File: src/rtl/bcd_sevenseg_scan_if.sv
// Converter-to-display bundle: packed BCD with ready strobe in,
// multiplexed common-anode seven-segment drive out.
interface bcd_sevenseg_scan_if;
    logic [15:0] bcd_d_in;
    logic        rdy;
    logic [3:0]  an;
    logic [6:0]  seg;
    logic        dp;
    logic        disp_valid;

    modport master (
        output bcd_d_in, rdy,
        input  an, seg, dp, disp_valid
    );

    modport slave (
        input  bcd_d_in, rdy,
        output an, seg, dp, disp_valid
    );
endinterface

File: src/rtl/bcd_sevenseg_scan.sv
// Captures a 4-digit BCD word on each rdy rising edge and scans it
// onto a common-anode display with optional leading-zero blanking.
module bcd_sevenseg_scan #(
    parameter int REFRESH_DIV = 100000,
    parameter bit BLANK_LZ    = 1'b1
) (
    input logic              clk,
    input logic              rst_n,
    bcd_sevenseg_scan_if.slave bus
);

    localparam int CW = (REFRESH_DIV > 1) ? $clog2(REFRESH_DIV) : 1;
    localparam logic [CW-1:0] CNT_MAX = CW'(REFRESH_DIV - 1);

    logic          rdy_q;
    logic [15:0]   disp_q;
    logic          valid_q;
    logic [CW-1:0] cnt;
    logic [1:0]    idx;
    logic [3:0]    an_q;
    logic [6:0]    seg_q;

    logic [3:0]    nib;
    logic          lz;
    logic          blank;
    logic [6:0]    seg_d;

    // lz: this digit and every more significant digit are zero
    always_comb begin
        nib = disp_q[3:0];
        lz  = 1'b0;
        unique case (idx)
            2'd0: begin
                nib = disp_q[3:0];
                lz  = 1'b0;
            end
            2'd1: begin
                nib = disp_q[7:4];
                lz  = (disp_q[15:4] == 12'h000);
            end
            2'd2: begin
                nib = disp_q[11:8];
                lz  = (disp_q[15:8] == 8'h00);
            end
            2'd3: begin
                nib = disp_q[15:12];
                lz  = (disp_q[15:12] == 4'h0);
            end
        endcase
        blank = !valid_q || (BLANK_LZ && lz);
    end

    always_comb begin
        seg_d = 7'b0111111;
        case (nib)
            4'd0:    seg_d = 7'b1000000;
            4'd1:    seg_d = 7'b1111001;
            4'd2:    seg_d = 7'b0100100;
            4'd3:    seg_d = 7'b0110000;
            4'd4:    seg_d = 7'b0011001;
            4'd5:    seg_d = 7'b0010010;
            4'd6:    seg_d = 7'b0000010;
            4'd7:    seg_d = 7'b1111000;
            4'd8:    seg_d = 7'b0000000;
            4'd9:    seg_d = 7'b0010000;
            default: seg_d = 7'b0111111;
        endcase
    end

    always_ff @(posedge clk or negedge rst_n) begin
        if (!rst_n) begin
            rdy_q   <= 1'b0;
            disp_q  <= 16'h0000;
            valid_q <= 1'b0;
        end else begin
            rdy_q <= bus.rdy;
            if (bus.rdy && !rdy_q) begin
                disp_q  <= bus.bcd_d_in;
                valid_q <= 1'b1;
            end
        end
    end

    always_ff @(posedge clk or negedge rst_n) begin
        if (!rst_n) begin
            cnt <= '0;
            idx <= 2'd0;
        end else if (cnt == CNT_MAX) begin
            cnt <= '0;
            idx <= idx + 2'd1;
        end else begin
            cnt <= cnt + 1'b1;
        end
    end

    always_ff @(posedge clk or negedge rst_n) begin
        if (!rst_n) begin
            an_q  <= 4'b1111;
            seg_q <= 7'b1111111;
        end else if (blank) begin
            an_q  <= 4'b1111;
            seg_q <= 7'b1111111;
        end else begin
            an_q  <= ~(4'b0001 << idx);
            seg_q <= seg_d;
        end
    end

    assign bus.an         = an_q;
    assign bus.seg        = seg_q;
    assign bus.dp         = 1'b1;
    assign bus.disp_valid = valid_q;

endmodule

File: src/flat_wrapper.sv
// flat-port wrapper written by rule: the top's interface ports become plain ports
module bcd_sevenseg_scan_flat 
#(
    parameter int REFRESH_DIV = 100000,
    parameter bit BLANK_LZ    = 1'b1
)
  (clk, rst_n, bus_bcd_d_in, bus_rdy, bus_an, bus_seg, bus_dp, bus_disp_valid);
  bcd_sevenseg_scan_if bus_i ();
  input logic clk;
  input logic rst_n;
  input wire logic [$bits(bus_i.bcd_d_in)-1:0] bus_bcd_d_in;
  input wire logic [$bits(bus_i.rdy)-1:0] bus_rdy;
  output wire logic [$bits(bus_i.an)-1:0] bus_an;
  output wire logic [$bits(bus_i.seg)-1:0] bus_seg;
  output wire logic [$bits(bus_i.dp)-1:0] bus_dp;
  output wire logic [$bits(bus_i.disp_valid)-1:0] bus_disp_valid;
  assign bus_i.bcd_d_in = bus_bcd_d_in;
  assign bus_i.rdy = bus_rdy;
  assign bus_an = bus_i.an;
  assign bus_seg = bus_i.seg;
  assign bus_dp = bus_i.dp;
  assign bus_disp_valid = bus_i.disp_valid;
  bcd_sevenseg_scan #(.REFRESH_DIV(REFRESH_DIV), .BLANK_LZ(BLANK_LZ)) u_core (.clk(clk), .rst_n(rst_n), .bus(bus_i));
endmodule
File: config.mk
export PLATFORM = sky130hd
export DESIGN_NAME = bcd_sevenseg_scan_flat
export DESIGN_NICKNAME = d
export VERILOG_FILES = /design/src/rtl/bcd_sevenseg_scan_if.sv /design/src/rtl/bcd_sevenseg_scan.sv /design/src/flat_wrapper.sv
export SDC_FILE = /design/constraint.sdc
export NUM_CORES = 1
export LEC_CHECK = 0
export CELL_PAD_IN_SITES_DETAIL_PLACEMENT = 1
export CELL_PAD_IN_SITES_GLOBAL_PLACEMENT = 1
export CORE_MARGIN = 5
export CORE_UTILIZATION = 30
export DETAILED_ROUTE_END_ITERATION = 8
export PLACE_DENSITY_LB_ADDON = 0.1
export SLEW_MARGIN = 25
export SYNTH_ARGS = -nofsm -noshare
export SYNTH_HDL_FRONTEND = slang
export SYNTH_SLANG_ARGS = --single-unit
File: constraint.sdc
create_clock -name clk -period 2.5 [get_ports clk]
set_clock_uncertainty 0.05 [all_clocks]
set_input_delay 0.375 -clock clk [delete_from_list [all_inputs] [get_ports clk]]
set_output_delay 0.375 -clock clk [all_outputs]
set_load 0.005 [all_outputs]
== Word level (Yosys, flattened, before mapping) ==
Memories as Yosys holds them, arrays and structs flattened.
Cells that the tools add are included.

* Add/subtract/negate cells: 2
* Equal/unequal tests: 4
* Shift-type cells: 1
* Mux-type cells: 5
* Bitwise gates (word level): 1
* Reduce and logical (&&, ||, !) cells: 8

{| class="wikitable"
|+ Operators with widths
! cell !! number
|-
| 17-bit by 1-bit adder with 17-bit output, second input constant || 1
|-
| 17-bit equality test, second input constant || 1
|-
| 17-bit 2-to-1 mux || 1
|-
| 4-bit case mux with 4 select lines || 1
|-
| 12-bit logical NOT || 1
|-
| 8-bit logical NOT || 1
|-
| 7-bit 2-to-1 mux || 1
|-
| 2-bit equality test, second input constant || 2
|-
| 4-bit logical NOT || 1
|-
| 4-bit 2-to-1 mux || 1
|-
| 4-bit NOT || 1
|-
| 1-bit case mux with 4 select lines || 1
|-
| 1-bit by 2-bit left shift with 4-bit output, first input constant || 1
|-
| 2-bit by 1-bit adder with 2-bit output, second input constant || 1
|-
| 2-bit by 1-bit equality test with 1-bit output, second input constant || 1
|-
| 1-bit logical NOT || 2
|-
| 2-bit logical NOT || 1
|-
| 1-bit logical AND || 1
|-
| 1-bit logical OR || 1
|}

* Bits in registers: 48
* Bits in read-only memories: 112
* Bits of input ports: 19
* Output and inout port bits: 13
* Word-level logic and storage cells: 29
* Memories: 1

{| class="wikitable"
|+ Memories
! name !! depth !! width !! rd ports !! clocked after memory_dff !! write ports !! line !! RTL
|-
| (no name shown) || 16 || 7 || 1 || 0 || 0 || bcd_sevenseg_scan.sv:55 || <nowiki>case (nib)</nowiki>
|}

== Longest topological paths before layout ==
* Word-level depth: 4
* Depth in mapped cells: 10
* Mapped depth without buffers: 9

== Least setup slack after synthesis ==
Ideal clock, no wire load.

* Path kind: register -> register
* From: register u_core.idx[0]
* To: register u_core.seg_q[1] (netlist: u_core.bus.seg[1])
* Setup time: 90 ps
* Arrival time: 1791 ps
* Required time: 2360 ps
* Setup slack: 568 ps
* Stages on the path, launching flop included: 8
* Path buffers: 1
* Period minus slack after synthesis: 1932 ps
* Cells stage by stage: dfrtp_1 > inv_1 > ha_1 > clkbuf_1 > mux2_2 > ha_1 > o22ai_1 > nand2_1

* Word-level cells in the longest chain between the ends: 4
* Elaborated cells between the ends (all ways): 9
* Classes of those cells: 3 x eq/ne; 3 x mux; 2 x reduce/logical; 1 x memory

{| class="wikitable"
|+ Ends and longest elaborated chain
! element !! line !! RTL
|-
| start, declared || bcd_sevenseg_scan.sv:19 || <nowiki>logic [1:0] idx;</nowiki>
|-
| start signal, assigned || bcd_sevenseg_scan.sv:90 || <nowiki>idx <= idx + 2'd1;</nowiki>
|-
| 2-bit equality test (tied with other cells) || bcd_sevenseg_scan.sv:32 || <nowiki>unique case (idx)</nowiki>
|-
| 4-bit case mux with 4 select lines / 1-bit case mux with 4 select lines (equally long branches) || bcd_sevenseg_scan.sv:32 ||
|-
| memory 16 x 7 bit / 1-bit logical OR (equally long branches) || n/a ||
|-
| 7-bit 2-to-1 mux (*) || bcd_sevenseg_scan.sv:100 || <nowiki>end else if (blank) begin</nowiki>
|-
| end signal, assigned || bcd_sevenseg_scan.sv:105 || <nowiki>seg_q <= seg_d;</nowiki>
|-
| end, declared || bcd_sevenseg_scan.sv:21 || <nowiki>logic [6:0] seg_q;</nowiki>
|}

Mark *: on every way between the ends. The rest lies on a longest branch, timed or not.
A chain may end at the register's enable or synchronous reset.

== Worst setup path in the final report ==
* From: register u_core.idx[0]
* To: register u_core.seg_q[5] (netlist: u_core.bus.seg[5])

Same word-level chain as after synthesis.

==> metrics.txt <==
GPL Wtd Cong 0.8774; DRT iter0 DRCs 35; RSZ-0062 raised after global routing false; share of layout cells above drive strength 1 0.1870; Sw Pwr 0.3958 mW; PwrDens 678.2 nW/um2; # DRC 0; first-pass GRT wire length 8.273 mm; vias per inst 4.559; quantity of gates resized following cts 0; grt ovf 0; total wire length 4.780 mm; Syn-to-layout area delta 25.90%; Yosys warnings 0; Fmax 0.4489 GHz; full die area 9139 um2; cells after synthesis 195; synthesized area per cell 11.27 um2; Avg WL per Cell 14.53 um; Hold Path Class input pin to async pin; CTS tree built; CP Class register to register; peak supply drop 0.3080 mV; Synth cell types 37; vias in the first global route 1689; M3 GR Usage 0.02841; Die Y 95.60 um; drt first pass iters 6; FF+latch area 1215 um2; FF+latch count, synth 48; status complete, no violations; Reg power frac 0.475; CTS clk-pin slew, worst paths 90 ps; worst skew pair latency 290 ps; core footprint 7176 um2; Critical Path Sink Type register; post-route minimum period 2228 ps; Internal Dissipation 1.481 mW; All-Layer GR Usage 0.1169; vias 1500; Comb power frac 0.122; initial antenna violation count 0; Initial Util 0.3064; dpl ws 281.2 ps; critical path startpoint category register; largest net degree at the start of global routing 41; die width 95.60 um; met1 usage 0.1388; hold buffer count at CTS 0; HPWL Detailed 3.600 mm; Net count, final 257; ant diodes 0; Cell Area, Synth 2198 um2; power share of the clock group 0.403; GRT Max-Usage Layer met2; multi-input logic area 912.1 um2; routing usage on met2 0.2085; row count 31; post-CTS setup buffer count 0; final core utilization 0.3857; commonest non-fill, non-tap cell in the layout dfrtp_1; reg2reg start u_core.idx[0]; Post-DRT Antenna Nets 0; register area share after synthesis 0.5526; max-cap violations 0; syn nets 223; Final Setup Violations 0; worst path arrival time 2390 ps; cts bufs inserted 5; clk root buf clkbuf_8; H-tree levels 2; fin. max-slew vios 0; Tightest Pin Transition 715.7 ps; final setup TNS 0 ps; I/O pins 32; switching portion of total power 0.2109; Final Hold Viols 0; Crit path required time 2660 ps; max_slew headroom 0.5092; Setup crit start u_core.idx[0]; crit share post-route 0.8910; commonest non-fill, non-tap cells in the layout dfrtp_1, clkdlybuf4s50_1, nand2_1, nor2_1, mux2_2; clock sink count 48; Setup WS post-layout 272.5 ps; CTS max path bufs 2; LEAKAGE 1.195 nW; buffers added on ports 30; fill count 802; crit-path max FO 6
-- Yosys cell counts (all sizes together) --
cell type / count / area [um2]
o31a: 1 / 8.760
ha: 9 / 112.6
a22oi: 4 / 30.03
mux2: 13 / 146.4
xnor2: 9 / 78.83
mux2i: 1 / 10.01
a222oi: 2 / 20.02
dfstp: 11 / 289.0
o21ai: 6 / 33.78
nand2: 24 / 92.59
dfrtp: 37 / 925.9
o22ai: 2 / 12.51
a21o: 1 / 7.510
or4b: 2 / 23.77
inv: 10 / 37.54
nor3: 2 / 10.01
nand4: 4 / 25.02
clkbuf: 4 / 15.01
a22o: 1 / 8.760
or4: 1 / 7.510
xor2: 7 / 61.31
nor4: 3 / 33.78
and2b: 1 / 8.760
a21oi: 4 / 20.02
nor2: 16 / 60.06
nand3: 11 / 55.05
conb: 1 / 3.750
buf: 2 / 18.77
o31ai: 1 / 7.510
nor2b: 1 / 6.260
o211ai: 2 / 15.01
or2: 2 / 12.51
-- layer usage --
metal,part of all wire,vias to the layer above
met3,0.047,4
li1,-,731
met4,0.0069,0
met1,0.43,744
met2,0.52,21
met5,0,-
-- power by group through the flow --
stage / registers [mW] / logic (mW) / clock network, mW
CTS: 0.894 / 0.233 / 0.790
global placement: 0.908 / 0.224 / 0
floorplan: 0.897 / 0.106 / 0
finish: 0.892 / 0.228 / 0.756
detailed placement: 0.908 / 0.232 / 0
global route: 0.901 / 0.256 / 0.820
-- critical path, cell delays in order (launching register included) --
cell	delay, ps
dfrtp_1	390
inv_1	110
ha_1	290
a222oi_1	420
mux2_2	260
inv_1	100
or2_2	320
o22ai_1	150
nand2_1	70
-- cell type report --
class	instances	share of cell area
clock buffer	5	0.02486
clock inverter	3	0.03255
inverter	10	0.01356
multi-input combinational	131	0.3296
sequential	48	0.4390
tap	99	0.04476
timing repair buffer	33	0.1157
-- flip-flops by register name, summed over array words and instances, names as in the netlist --
register	cells
u_core.bus.an	4
u_core.bus.disp_valid	1
u_core.bus.seg	7
u_core.cnt	17
u_core.disp_q	16
u_core.idx	2
u_core.rdy_q	1
-- worst paths after layout --
check | end | slack, ps | depth (start not counted)
max | u_core.bus.seg[5] | 270 | 8
min | u_core.disp_q[0] | 4 | 1
max reg2reg | u_core.bus.seg[5] | 270 | 8
min reg2reg | u_core.cnt[0] | 440 | 1
max in group asynchronous | u_core.bus.an[0] | 1800 | 2
min in group clk | u_core.cnt[0] | 440 | 1
-- through the flow --
| step | hold WS (ps) | power (mW) | cells | cell area, um2 |
|---|---|---|---|---|
| floorplan | 29.41 | 1.003 | 195 | 2198 |
| global placement | 425.9 | 1.132 | 321 | 2606 |
| CTS | 169.6 | 1.916 | 329 | 2765 |
| finish | 3.613 | 1.877 | 329 | 2768 |
| global route | 36.14 | 1.976 | 329 | 2768 |
| detailed placement | 436.4 | 1.140 | 321 | 2606 |
-- cell families (layout without fill, tap and decap cells) --
kind of cell    after synthesis  count (layout)  synth area share
buf+inv                      16              51           0.03244
xor+xnor                     16              16           0.06375
flops                        48              48            0.5526
other cells                   1               1          0.001706
compound gates               24              24           0.07456
simple gates                 67              67            0.1525
fa+ha+maj                     9               9           0.05122
mux                          14              14           0.07114
Power figures use the tool's default switching activity.
